`src/rtl/adc_scan_sequencer.sv`:
```
// Multi-channel scan sequencer for a muxed parallel ADC: select, WR strobe, EOC wait with timeout, RD strobe, capture.
// Optional back-to-back scanning while CONVERT is held high: define CONTINUOUS_SCAN_EN.
module adc_scan_sequencer #(
  parameter int unsigned DATA_W    = 8,
  parameter int unsigned NUM_CH    = 4,
  parameter int unsigned CH_W      = 2,
  parameter int unsigned WR_CYCLES = 20,
  parameter int unsigned RD_CYCLES = 4,
  parameter int unsigned TIMEOUT   = 1000,
  parameter int unsigned CNT_W     = 16
) (
  input  logic              clk,
  input  logic              rst_n,
  input  logic              CONVERT,
  input  logic [NUM_CH-1:0] CH_EN,
  input  logic              INTR_N,
  input  logic [DATA_W-1:0] ADC_DATA,
  output logic              WR,
  output logic              RD,
  output logic [CH_W-1:0]   MUX_SEL,
  output logic [DATA_W-1:0] DATA_OUT,
  output logic [CH_W-1:0]   CH_OUT,
  output logic              VALID,
  output logic              BUSY,
  output logic              DONE,
  output logic              TO_ERR
);

  localparam logic [CNT_W-1:0] WR_LAST  = CNT_W'(WR_CYCLES - 1);
  localparam logic [CNT_W-1:0] RD_LAST  = CNT_W'(RD_CYCLES - 1);
  localparam logic [CNT_W-1:0] TO_LAST  = CNT_W'(TIMEOUT - 1);
  localparam logic [CNT_W-1:0] CNT_MAX  = {CNT_W{1'b1}};

  typedef enum logic [2:0] {
    IDLE     = 3'd0,
    SELECT   = 3'd1,
    WR_LOW   = 3'd2,
    WAIT_EOC = 3'd3,
    RD_LOW   = 3'd4,
    CAPTURE  = 3'd5,
    FINISH   = 3'd6
  } state_e;

  state_e              state_q, state_d;
  logic [CNT_W-1:0]    cnt_q, cnt_d, cnt_inc;
  logic [NUM_CH-1:0]   mask_q, mask_d, pend_clr;
  logic [CH_W-1:0]     mux_sel_q, mux_sel_d;
  logic [DATA_W-1:0]   data_q, data_d;
  logic [CH_W-1:0]     ch_out_q, ch_out_d;
  logic                to_err_q, to_err_d;
  logic                done_q, done_d;
  logic                valid_q, valid_d;
  logic                wr_q, wr_d;
  logic                rd_q, rd_d;
  logic                busy_q, busy_d;
  logic                convert_q;
  logic                intr_s1_q, intr_s2_q;

  // Lowest set bit of a channel mask; the scan order is ascending.
  function automatic logic [CH_W-1:0] lowest(input logic [NUM_CH-1:0] m);
    logic [CH_W-1:0] idx;
    idx = '0;
    for (int i = int'(NUM_CH) - 1; i >= 0; i--) begin
      if (m[i]) idx = CH_W'(i);
    end
    return idx;
  endfunction

  // INTR_N synchroniser and CONVERT edge history.
  always_ff @(posedge clk) begin
    if (!rst_n) begin
      intr_s1_q <= 1'b1;
      intr_s2_q <= 1'b1;
      convert_q <= 1'b0;
    end else begin
      intr_s1_q <= INTR_N;
      intr_s2_q <= intr_s1_q;
      convert_q <= CONVERT;
    end
  end

  always_ff @(posedge clk) begin
    if (!rst_n) begin
      state_q   <= IDLE;
      cnt_q     <= '0;
      mask_q    <= '0;
      mux_sel_q <= '0;
      data_q    <= '0;
      ch_out_q  <= '0;
      to_err_q  <= 1'b0;
      done_q    <= 1'b0;
      valid_q   <= 1'b0;
      wr_q      <= 1'b1;
      rd_q      <= 1'b1;
      busy_q    <= 1'b0;
    end else begin
      state_q   <= state_d;
      cnt_q     <= cnt_d;
      mask_q    <= mask_d;
      mux_sel_q <= mux_sel_d;
      data_q    <= data_d;
      ch_out_q  <= ch_out_d;
      to_err_q  <= to_err_d;
      done_q    <= done_d;
      valid_q   <= valid_d;
      wr_q      <= wr_d;
      rd_q      <= rd_d;
      busy_q    <= busy_d;
    end
  end

  always_comb begin
    state_d   = state_q;
    cnt_d     = cnt_q;
    mask_d    = mask_q;
    mux_sel_d = mux_sel_q;
    data_d    = data_q;
    ch_out_d  = ch_out_q;
    to_err_d  = to_err_q;
    done_d    = 1'b0;
    cnt_inc   = (cnt_q == CNT_MAX) ? cnt_q : cnt_q + CNT_W'(1);
    // Remaining channels once the current one is retired.
    pend_clr  = mask_q & ~(NUM_CH'(1) << mux_sel_q);

    case (state_q)
      IDLE: begin
        if (CONVERT && !convert_q) begin
          to_err_d = 1'b0;
          mask_d   = CH_EN;
          cnt_d    = '0;
          if (CH_EN == '0) begin
            done_d = 1'b1;
          end else begin
            state_d   = SELECT;
            mux_sel_d = lowest(CH_EN);
          end
        end
      end
      SELECT: begin
        state_d = WR_LOW;
        cnt_d   = '0;
      end
      WR_LOW: begin
        if (cnt_q == WR_LAST) begin
          state_d = WAIT_EOC;
          cnt_d   = '0;
        end else begin
          cnt_d = cnt_inc;
        end
      end
      WAIT_EOC: begin
        if (!intr_s2_q) begin
          state_d = RD_LOW;
          cnt_d   = '0;
        end else if (cnt_q == TO_LAST) begin
          // Abandon this channel without reading it.
          to_err_d = 1'b1;
          mask_d   = pend_clr;
          cnt_d    = '0;
          if (pend_clr != '0) begin
            state_d   = SELECT;
            mux_sel_d = lowest(pend_clr);
          end else begin
            state_d = FINISH;
            done_d  = 1'b1;
          end
        end else begin
          cnt_d = cnt_inc;
        end
      end
      RD_LOW: begin
        if (cnt_q == RD_LAST) begin
          state_d  = CAPTURE;
          data_d   = ADC_DATA;
          ch_out_d = mux_sel_q;
          cnt_d    = '0;
        end else begin
          cnt_d = cnt_inc;
        end
      end
      CAPTURE: begin
        mask_d = pend_clr;
        if (pend_clr != '0) begin
          state_d   = SELECT;
          mux_sel_d = lowest(pend_clr);
        end else begin
          state_d = FINISH;
          done_d  = 1'b1;
        end
      end
      FINISH: begin
        state_d = IDLE;
`ifdef CONTINUOUS_SCAN_EN
        if (CONVERT) begin
          to_err_d = 1'b0;
          mask_d   = CH_EN;
          cnt_d    = '0;
          if (CH_EN != '0) begin
            state_d   = SELECT;
            mux_sel_d = lowest(CH_EN);
          end
        end
`endif
      end
      default: begin
        state_d = IDLE;
        cnt_d   = '0;
      end
    endcase

    // Strobes and flags follow the state being entered, so they line up with it.
    wr_d    = (state_d != WR_LOW);
    rd_d    = (state_d != RD_LOW);
    valid_d = (state_d == CAPTURE);
    busy_d  = (state_d != IDLE);
  end

  assign WR       = wr_q;
  assign RD       = rd_q;
  assign MUX_SEL  = mux_sel_q;
  assign DATA_OUT = data_q;
  assign CH_OUT   = ch_out_q;
  assign VALID    = valid_q;
  assign BUSY     = busy_q;
  assign DONE     = done_q;
  assign TO_ERR   = to_err_q;

endmodule
```
`config.mk`:
```
export PLATFORM = sky130hd
export DESIGN_NAME = adc_scan_sequencer
export DESIGN_NICKNAME = d
export VERILOG_FILES = /design/src/rtl/adc_scan_sequencer.sv
export SDC_FILE = /design/constraint.sdc
export NUM_CORES = 1
export LEC_CHECK = 0
export ABC_AREA = 1
export BUFFER_PORTS_ARGS = -buffer_cell sky130_fd_sc_hd__buf_2
export CORE_MARGIN = 3
export CORE_UTILIZATION = 50
export CTS_CLUSTER_SIZE = 10
export DETAILED_ROUTE_END_ITERATION = 10
export PLACE_DENSITY_LB_ADDON = 0.2
export RECOVER_POWER = 50
export SYNTH_ARGS = -nofsm -noshare
export SYNTH_HDL_FRONTEND = slang
export SYNTH_SLANG_ARGS = --single-unit
```
`constraint.sdc`:
```
create_clock -name clk -period 4 [get_ports clk]
set_input_delay 0 -clock clk [delete_from_list [all_inputs] [get_ports clk]]
set_output_delay 0 -clock clk [all_outputs]
set_load 0.01 [all_outputs]
```
# ---- Word-level counts from Yosys, hierarchy flattened
# Cells that the tools add are included.
dict set report totals {
  out_inout_bits 18
  regBits 44
  in_bits 16
  word_cells 94
}
dict set report op_classes {
  shift 1
  addsub 1
  eq_ne 17
  muxes 43
  n_bitwise 3
  reduce_logical 14
}
# operator n
set op_table {}
lappend op_table {{$mux 16} 6}
lappend op_table {{$pmux 16 s5} 1}
lappend op_table {{$mux 2} 13}
lappend op_table {{$mux 3} 7}
lappend op_table {{$pmux 3 s6} 1}
lappend op_table {{$add 16x1->16 const B} 1}
lappend op_table {{$eq 16x10->1 const B} 1}
lappend op_table {{$eq 16x16->1 const B} 1}
lappend op_table {{$eq 16x2->1 const B} 1}
lappend op_table {{$eq 16x5->1 const B} 1}
lappend op_table {{$eq 3x3->1 const B} 4}
lappend op_table {{$mux 4} 3}
lappend op_table {{$pmux 4 s3} 1}
lappend op_table {{$mux 1} 8}
lappend op_table {{$ne 2x2->1 const B} 4}
lappend op_table {{$reduce_and 4->1} 2}
lappend op_table {{$eq 3x2->1 const B} 2}
lappend op_table {{$pmux 2 s3} 1}
lappend op_table {{$reduce_bool 3->1} 2}
lappend op_table {{$reduce_and 5->1} 1}
lappend op_table {{$and 4x4->4} 1}
lappend op_table {{$logic_not 4->1} 1}
lappend op_table {{$not 4->4} 1}
lappend op_table {{$reduce_and 2->1} 2}
lappend op_table {{13 further kinds} 13}

# ---- Longest topological paths before layout
# Gate-level depths: netlist of the first run.
dict set report depth {
  depth_word 11
  ltp_mapped 11
  mapped_depth_nobuf 11
}

# ---- Worst setup path after synthesis of the first run
# Ideal clock, no wire load.
dict set report synth_path {
  path_type {reg-to-reg}
  start {reg cnt_q[0]}
  end {reg cnt_q[5]}
  arrival_time_ns 1.424
  period_less_slack_ns 1.544
  required_time_ns 3.881
  slack_ns 2.456
  stages_incl_launch_ff 11
  setup_time_ns 0.119
  path_cell_list {dfxtp_1 -> ha_1 -> nand2_2 -> nor2_2 -> nand2_2 -> nor2_4 -> nand2_2 -> buf_6 -> nand3_1 -> xor2_1 -> nor2_1}
}
dict set report synth_via {
  elab_chain_cells 5
  word_cells_on_any_way 11
  cone_classes {add/sub (1); eq/ne (4); mux (6)}
}
# item line
set synth_lines {}
lappend synth_lines {{start, declared} 45} ;# logic [CNT_W-1:0] cnt_q, cnt_d, cnt_inc;
lappend synth_lines {{start signal, assigned} 98} ;# cnt_q <= cnt_d;
lappend synth_lines {{$add 16x1->16 / $eq 16x16->1 (equally long branches)} 121} ;# cnt_inc = (cnt_q == CNT_MAX) ? cnt_q : cnt_q + CNT_W'(1);
lappend synth_lines {{$mux 16} 121}
lappend synth_lines {{$mux 16} 155} ;# end else if (cnt_q == TO_LAST) begin
lappend synth_lines {{$mux 16} 152} ;# if (!intr_s2_q) begin
lappend synth_lines {{$pmux 16 s5 *} 125} ;# case (state_q)
# Every way passes the cells marked *; elsewhere a longest branch is shown, timed or not.
# A chain may end at the register's enable or synchronous reset.

# ---- Worst setup path after layout of the first run
dict set report layout_path {
  start {reg cnt_q[0]}
  end {reg ch_out_q[0], in the netlist CH_OUT[0]}
}
dict set report layout_via {
  elab_chain_cells 2
}
# item line
set layout_lines {}
lappend layout_lines {{$eq 16x2->1} 172} ;# if (cnt_q == RD_LAST) begin
lappend layout_lines {{$reduce_and 2->1 (no line)} n/a}
lappend layout_lines {{end signal, assigned} 102} ;# ch_out_q <= ch_out_d;
lappend layout_lines {{end, declared} 49} ;# logic [CH_W-1:0] ch_out_q, ch_out_d;
# Every way passes these cells.

==> summary.txt, run 1 <==
Critical path
  • Worst reg2reg path endpoint: CH_OUT[0]
  • WP data required: 4230 ps
  • Worst EP arrival: between 2000 and 2500 ps
  • Delay-heaviest family, CP: simple AND/OR/NAND/NOR gates
  • CP Cell Sequence: ha_1 -> nand2_1 -> nor2_1 -> nand3_1 -> inv_1 -> o21ai_0 -> a21oi_1
  • CP max FO: 12
  • Critical-path top delay cell: inv_1
  • Critical path type: reg -> reg
  • Number of buffers and inverters on the critical path: 1
  • CP endpoint kind: flop
  • Worst path max stage delay: around 400 ps
  • R2R Setup Slk: just under 2000 ps
  • Setup crit start kind: flop
  • RR Startpoint: cnt_q[0]
  • Worst reg2reg path depth: 7

Yosys
  • Yosys Warn Count: 0
  • Post-synthesis sequential area ratio: a little over a third
  • Mapped Area: around 0.0025 sq mm
  • Largest family of logic cells by synthesized area: simple AND/OR/NAND/NOR gates
  • XOR/XNOR share of the synthesized area: between 2 and 2.5%
  • Yosys reg bits: 44
  • Post-synthesis compound-gate area fraction: 11.2%
  • Post-synthesis cell type count: 28
  • Avg Cell Area, Syn: between 6 and 7 sq um
  • Syn_nets: about 400
  • Mux share of post-synthesis cell area: 0%
  • Synth Instances: approximately 380
  • Post-Synth Adder-Cell Area: less than 1%
  • Synth Area in Simple Gates: 43.1%

Route
  • Via count: 2432
  • Post-DRT Antenna Nets: 0
  • Drt wl/cell: between 10 and 15 microns
  • Initial DRT Pass Iterations: 4
  • 1st-iter DRT viols: 208
  • Final wirelength: 5620 microns
  • Vias per Instance: roughly 4.9
  • DRC: 0

Cells and area
  • Inserted Diodes: 0
  • Area Growth Syn to Fin: 15.7%
  • Number of nets in the layout: between 400 and 500
  • # fillers: ~440
  • Proportion of layout cells with a drive suffix above 1: between 10% and 20%
  • Core Util, Final: 62.9%

Placement
  • Port bufs: 33
  • HPWL Detailed: slightly above 4000 microns
  • Routability cong.: 0.909

Timing
  • Final Setup Violations: 0
  • Setup Total Neg Slack: 0 ps
  • Relative slew slack: between 40% and 50%
  • Post-route minimum period: slightly above 2000 ps
  • Clock Skew: around 9.9 ps
  • Worst slew pin tran: approximately 800 ps
  • Slew Viols, Final: 0
  • RSZ-0062 raised after global routing: false
  • Final period util: between 50% and 60%
  • Fin. Hold Viols: 0
  • Fmax: 492 MHz

Clock network
  • CTS max path bufs: 2
  • Worst-path clk slew: ~90 ps
  • Clock sink count: 44
  • CTS Root Cell: clkbuf_8
  • H-tree Lvls: 2
  • Cts repair resizes: 0
  • Skew-Pair Late Insertion Delay: around 300 ps
  • Total CTS buffers: 5
  • TritonCTS clock tree: built

Floorplanning
  • Num rows: 24
  • Die height: between 70 and 80 microns
  • IO Pins: 34
  • Core Region: ~0.0046 sq mm
  • Die area: around 0.0058 sq mm
  • Initial Util: about 54%
  • Die X: between 70 and 80 microns

GRT
  • Initial antenna violation count: 0
  • Overall Global Routing Usage: between 10% and 20%
  • Vias in the first global route: 2127
  • Largest net degree at the start of global routing: 21
  • Global route overflow: 0
  • First-pass GRT wire length: between 9000 and 10000 microns

Power and ir drop
  • Pwr/cell area: around 340 mW/mm^2
  • Power consumption: 0.000971 W
  • Leakage: ~1.2 nW
  • Peak supply drop: 208 uV

Worst hold path
  • Worst Hold Class: in -> reg
  • Worst Hold Endpoint: MUX_SEL[0]
  • Hold_sp: CH_EN[0]
  • Hold Crit Depth: 4

Run status
  • Status: completed

Job
  • Max-Cap Viols: 0
==> through the flow <==
step | cells | cell area (sq um) | hold slack (ps) | setup WS, ps
3_5_place_dp | 477 | 2700 | 191 | 2230
6_report | 495 | 2870 | 49.1 | 1970
5_1_grt | 495 | 2870 | 63.6 | 1770
2_1_floorplan | 384 | 2480 | 93.5 | 2460
4_1_cts | 495 | 2920 | 26.9 | 2190
3_3_place_gp | 477 | 2700 | 192 | 2260
==> layer usage <==
metal / GRT usage, % / wire, microns / vias up
met4: 5.25 / 57 / 0
met5: 0 / 0 / -
met3: 3.90 / 321 / 7
met2: 29.3 / 2420 / 68
li1: - / - / 1302
met1: 26.9 / 2820 / 1055
==> report_power, final <==
group          internal (W)  total, W  switching, W
registers          0.000455  0.000467     0.0000120
logic             0.0000482  0.000140     0.0000916
clock network      0.000204  0.000364      0.000160
==> what timing repair did <==
| item | CTS | global route |
|---|---|---|
| buffers inserted | 0 | 0 |
| endpoints found under the setup margin | 0 | 0 |
| endpoints found under the hold margin | 10 | 0 |
| hold buffers | 10 | 0 |
==> worst min-delay path: stages <==
cell and delay, ps:
buf_2 100, nor3_1 50, nor2_1 100, nor2_1 50
==> layout by cell type, fill, tap and decap left out, drive strengths merged <==
cell type / n
dfxtp: 44
clkbuf: 26
nor2: 68
xnor2: 1
nand3: 27
clkinv: 2
xor2: 5
nand4: 6
bufinv: 1
nand3b: 3
a21oi: 26
nand2: 123
or2: 3
inv: 41
buf: 13
o21bai: 2
dlygate4sd3: 10
nor3: 6
ha: 1
o21ai: 22
==> logic make-up (layout without fill, tap and decap cells) <==
kind of cell / after synthesis / count (layout)
AND/OR/NAND/NOR: 236 / 236
AO/OA/AOI/OAI: 50 / 50
buffers and inverters: 47 / 93
flip-flops: 44 / 44
XOR/XNOR: 6 / 6
adder cells (fa/ha/maj): 1 / 1
==> registers in the layout (all words and copies together), names as in the netlist, 2 cells and up <==
name and flops:
CH_OUT 2, DATA_OUT 8, MUX_SEL 2, cnt_q 16
mask_q 4, state_q 3
==> cells in the mapped netlist, drive strengths merged <==
cell | number | area share [%]
o21ai | 22 | 4.9
nor3 | 6 | 1.2
buf | 2 | 0.76
nand3b | 3 | 0.91
xor2 | 5 | 1.8
or2 | 3 | 0.76
nand3 | 27 | 6.5
dfxtp | 44 | 36
xnor2 | 1 | 0.35
nand2 | 123 | 20
ha | 1 | 0.50
nor2 | 68 | 13
nand4 | 6 | 1.5
clkbuf | 3 | 0.45
clkinv | 1 | 0.15
a21oi | 26 | 5.7
inv | 41 | 6.2
o21bai | 2 | 0.61
==> area by class of cell <==
class                   instances  area, sq um  share of cell area (%)
multi-input cells             293         1390                    48.4
flip-flops and latches         44          881                    30.7
repair buffers                 43          240                    8.37
inverters                      42          158                    5.49
clock buffers                   6         82.6                    2.88
well taps                      65         81.3                    2.83
clock inverters                 2         38.8                    1.35
==> how the worst max path moves through the flow <==
stage	cells past startpoint	end	startpoint	slack [ps]
final	7	CH_OUT[0]	cnt_q[0]	1970
after global routing	7	CH_OUT[1]	cnt_q[0]	1770
after CTS	9	cnt_q[0]	cnt_q[0]	2190
after detailed placement	9	cnt_q[0]	cnt_q[0]	2230
after global placement	9	cnt_q[0]	cnt_q[0]	2260
after floorplan	10	cnt_q[5]	cnt_q[0]	2460
(Power assumes the default switching activity.)
==> run 2: changes to the inputs <==
Clock period 4 ns to 2.1 ns, I/O delays scaled along.
==> summary.txt, run 2 (synthesis gave the netlist of run 1 again) <==
Route
  • Initial DRT Pass Iterations: 4 (unchanged)
  • Post-DRT Antenna Nets: 0 (unchanged)
  • Vias per Instance: 4.98 (+1.3%)
  • 1st-iter DRT viols: 184 (-12%)
  • Drt wl/cell: 11.4 microns (+0.40%)
  • Final wirelength: 5660 microns (+0.80%)
  • Via count: 2474 (+1.7%)
  • DRC: 0 (unchanged)

GRT
  • Global route overflow: 0 (unchanged)
  • Largest net degree at the start of global routing: 21 (unchanged)
  • Initial antenna violation count: 0 (unchanged)
  • Met2 Resource Use GR: 34.2% (+4.8 points)
  • Grt met3 use: 3.66% (-0.24 points)
  • Most used routing layer: met2
  • Global Route met1 Usage: 27.0% (+0.15 points)
  • Vias in the first global route: 2338 (+9.9%)
  • Overall Global Routing Usage: 20.6% (+1.5 points)
  • First-pass GRT wire length: 10000 microns (+7.2%)

Power and ir drop
  • P_int: 0.00120 W (+70%)
  • Leakage: 1.22 nW (about the same)
  • Peak supply drop: 489 uV (+140%)
  • Clk pwr share: 33.2% (-4.3 points)
  • Comb power frac: 15.4% (+1.0 points)
  • Switching share of total power: 30.4% (+3.2 points)
  • Net Sw Power: 0.000525 W (+99%)
  • Sequential power share: 51.5% (+3.4 points)
  • Pwr/cell area: 603 mW/mm^2 (+78%)

Floorplanning
  • Die X: 76.4 microns (unchanged)
  • Die area: 0.00584 sq mm (unchanged)
  • Core Region: 0.00456 sq mm (unchanged)
  • Die height: 76.4 microns (unchanged)
  • Num rows: 24 (unchanged)
  • Initial Util: 54.3% (unchanged)
  • IO Pins: 34 (unchanged)

Timing
  • Setup Total Neg Slack: 0 ps (unchanged)
  • Final period util: 87.4% (+37 points)
  • Relative slew slack: 54.4% (+8.3 points)
  • RSZ-0062 raised after global routing: false
  • Fin. Hold Viols: 0 (unchanged)
  • Clock Skew: 7.20 ps (-2.72 ps)
  • Worst slew pin tran: 683 ps (-125 ps)
  • Slew Viols, Final: 0 (unchanged)
  • Final Setup Violations: 0 (unchanged)
  • Post-route minimum period: 1840 ps (-195 ps)
  • Hold_ws: 32.9 ps (-16.2 ps)
  • Fmax: 545 MHz (+11%)

Clock network
  • Worst-path clk slew: 90 ps (about the same)
  • TritonCTS clock tree: built
  • CTS max path bufs: 2 (unchanged)
  • H-tree Lvls: 2 (unchanged)
  • Clock sink count: 44 (unchanged)
  • CTS Root Cell: clkbuf_8
  • Skew-Pair Late Insertion Delay: 310 ps (about the same)
  • Cts repair resizes: 0 (unchanged)
  • Postcts setup bufs: 0 (unchanged)
  • Total CTS buffers: 5 (unchanged)
  • Post-CTS Hold Buffers: 10 (unchanged)

Critical path
  • CP endpoint kind: flop
  • Worst EP arrival: 2070 ps (-190 ps)
  • Critical path type: reg -> reg
  • Setup crit start kind: flop
  • WP data required: 2340 ps (-1890 ps)
  • CP max FO: 12 (unchanged)

Cells and area
  • Inserted Diodes: 0 (unchanged)
  • Area Growth Syn to Fin: 15.7% (unchanged)
  • Proportion of layout cells with a drive suffix above 1: 12.0% (+0.64 points)
  • Commonest non-fill, non-tap cells in the layout: 116 x nand2_1, 59 x nor2_1, 44 x dfxtp_1
  • Number of nets in the layout: 448 (+0.45%)
  • Reg with most FFs: cnt_q
  • Most common cell after layout, fill and taps aside: nand2_1
  • Max reg flops: 16 (unchanged)

Placement
  • Port bufs: 33 (unchanged)
  • HPWL Detailed: 4170 microns (+2.5%)
  • Routability cong.: 0.905 (-0.43%)

Run status
  • Status: completed

Job
  • Max-Cap Viols: 0 (unchanged)

Worst hold path
  • Worst Hold Class: in -> reg
-- run 2: critical path: stages, from the launching register on --
cell     delay (ps)
dfxtp_1         380
ha_1            300
nand2_1         100
nor2_1          230
nand3_4         180
inv_1           310
nand2_1         110
a21oi_1         140
-- run 2: power by group through the flow --
stage          clock (W)  sequential [W]  combinational (W)
2_1_floorplan          0        0.000911           0.000182
3_3_place_gp           0        0.000908           0.000255
3_5_place_dp           0        0.000910           0.000260
4_1_cts         0.000587        0.000891           0.000274
5_1_grt         0.000620        0.000894           0.000309
6_report        0.000574        0.000890           0.000266
-- run 2: per-layer routing --
layer	vias up	part of all wire [%]	wire length, microns
met5	-	0	0
met4	0	1.3	72
met3	6	4.5	252
met2	48	46	2590
met1	1116	49	2750
li1	1304	-	-
-- run 2: worst paths after layout --
path         slack [ps]  cells after the start          end       from
max reg2reg         260                      7  DATA_OUT[2]   cnt_q[0]
min                  30                      4   MUX_SEL[0]   CH_EN[0]
min reg2reg         420                      1    intr_s2_q  intr_s1_q
max                 260                      7  DATA_OUT[2]   cnt_q[0]
-- run 2: final cells by class --
cell class,count,area (sq um)
fillers,456,1690
clock inverters,3,26.3
well taps,65,81.3
repair buffers,45,256
multi-input cells,293,1400
inverters,42,158
clock buffers,5,68.8
flip-flops and latches,44,881
-- run 2: per-stage QoR --
| step | total power (W) | cells | setup WS (ps) | utilization [%] | area (sq um) |
|---|---|---|---|---|---|
| after floorplan | 0.00109 | 384 | 556 | - | 2480 |
| after CTS | 0.00175 | 497 | 248 | 63.7 | 2910 |
| after global routing | 0.00182 | 497 | 61.0 | 62.9 | 2870 |
| after detailed placement | 0.00117 | 479 | 271 | 59.4 | 2710 |
| after global placement | 0.00116 | 479 | 346 | 59.4 | 2710 |
| final | 0.00173 | 497 | 264 | 62.9 | 2870 |
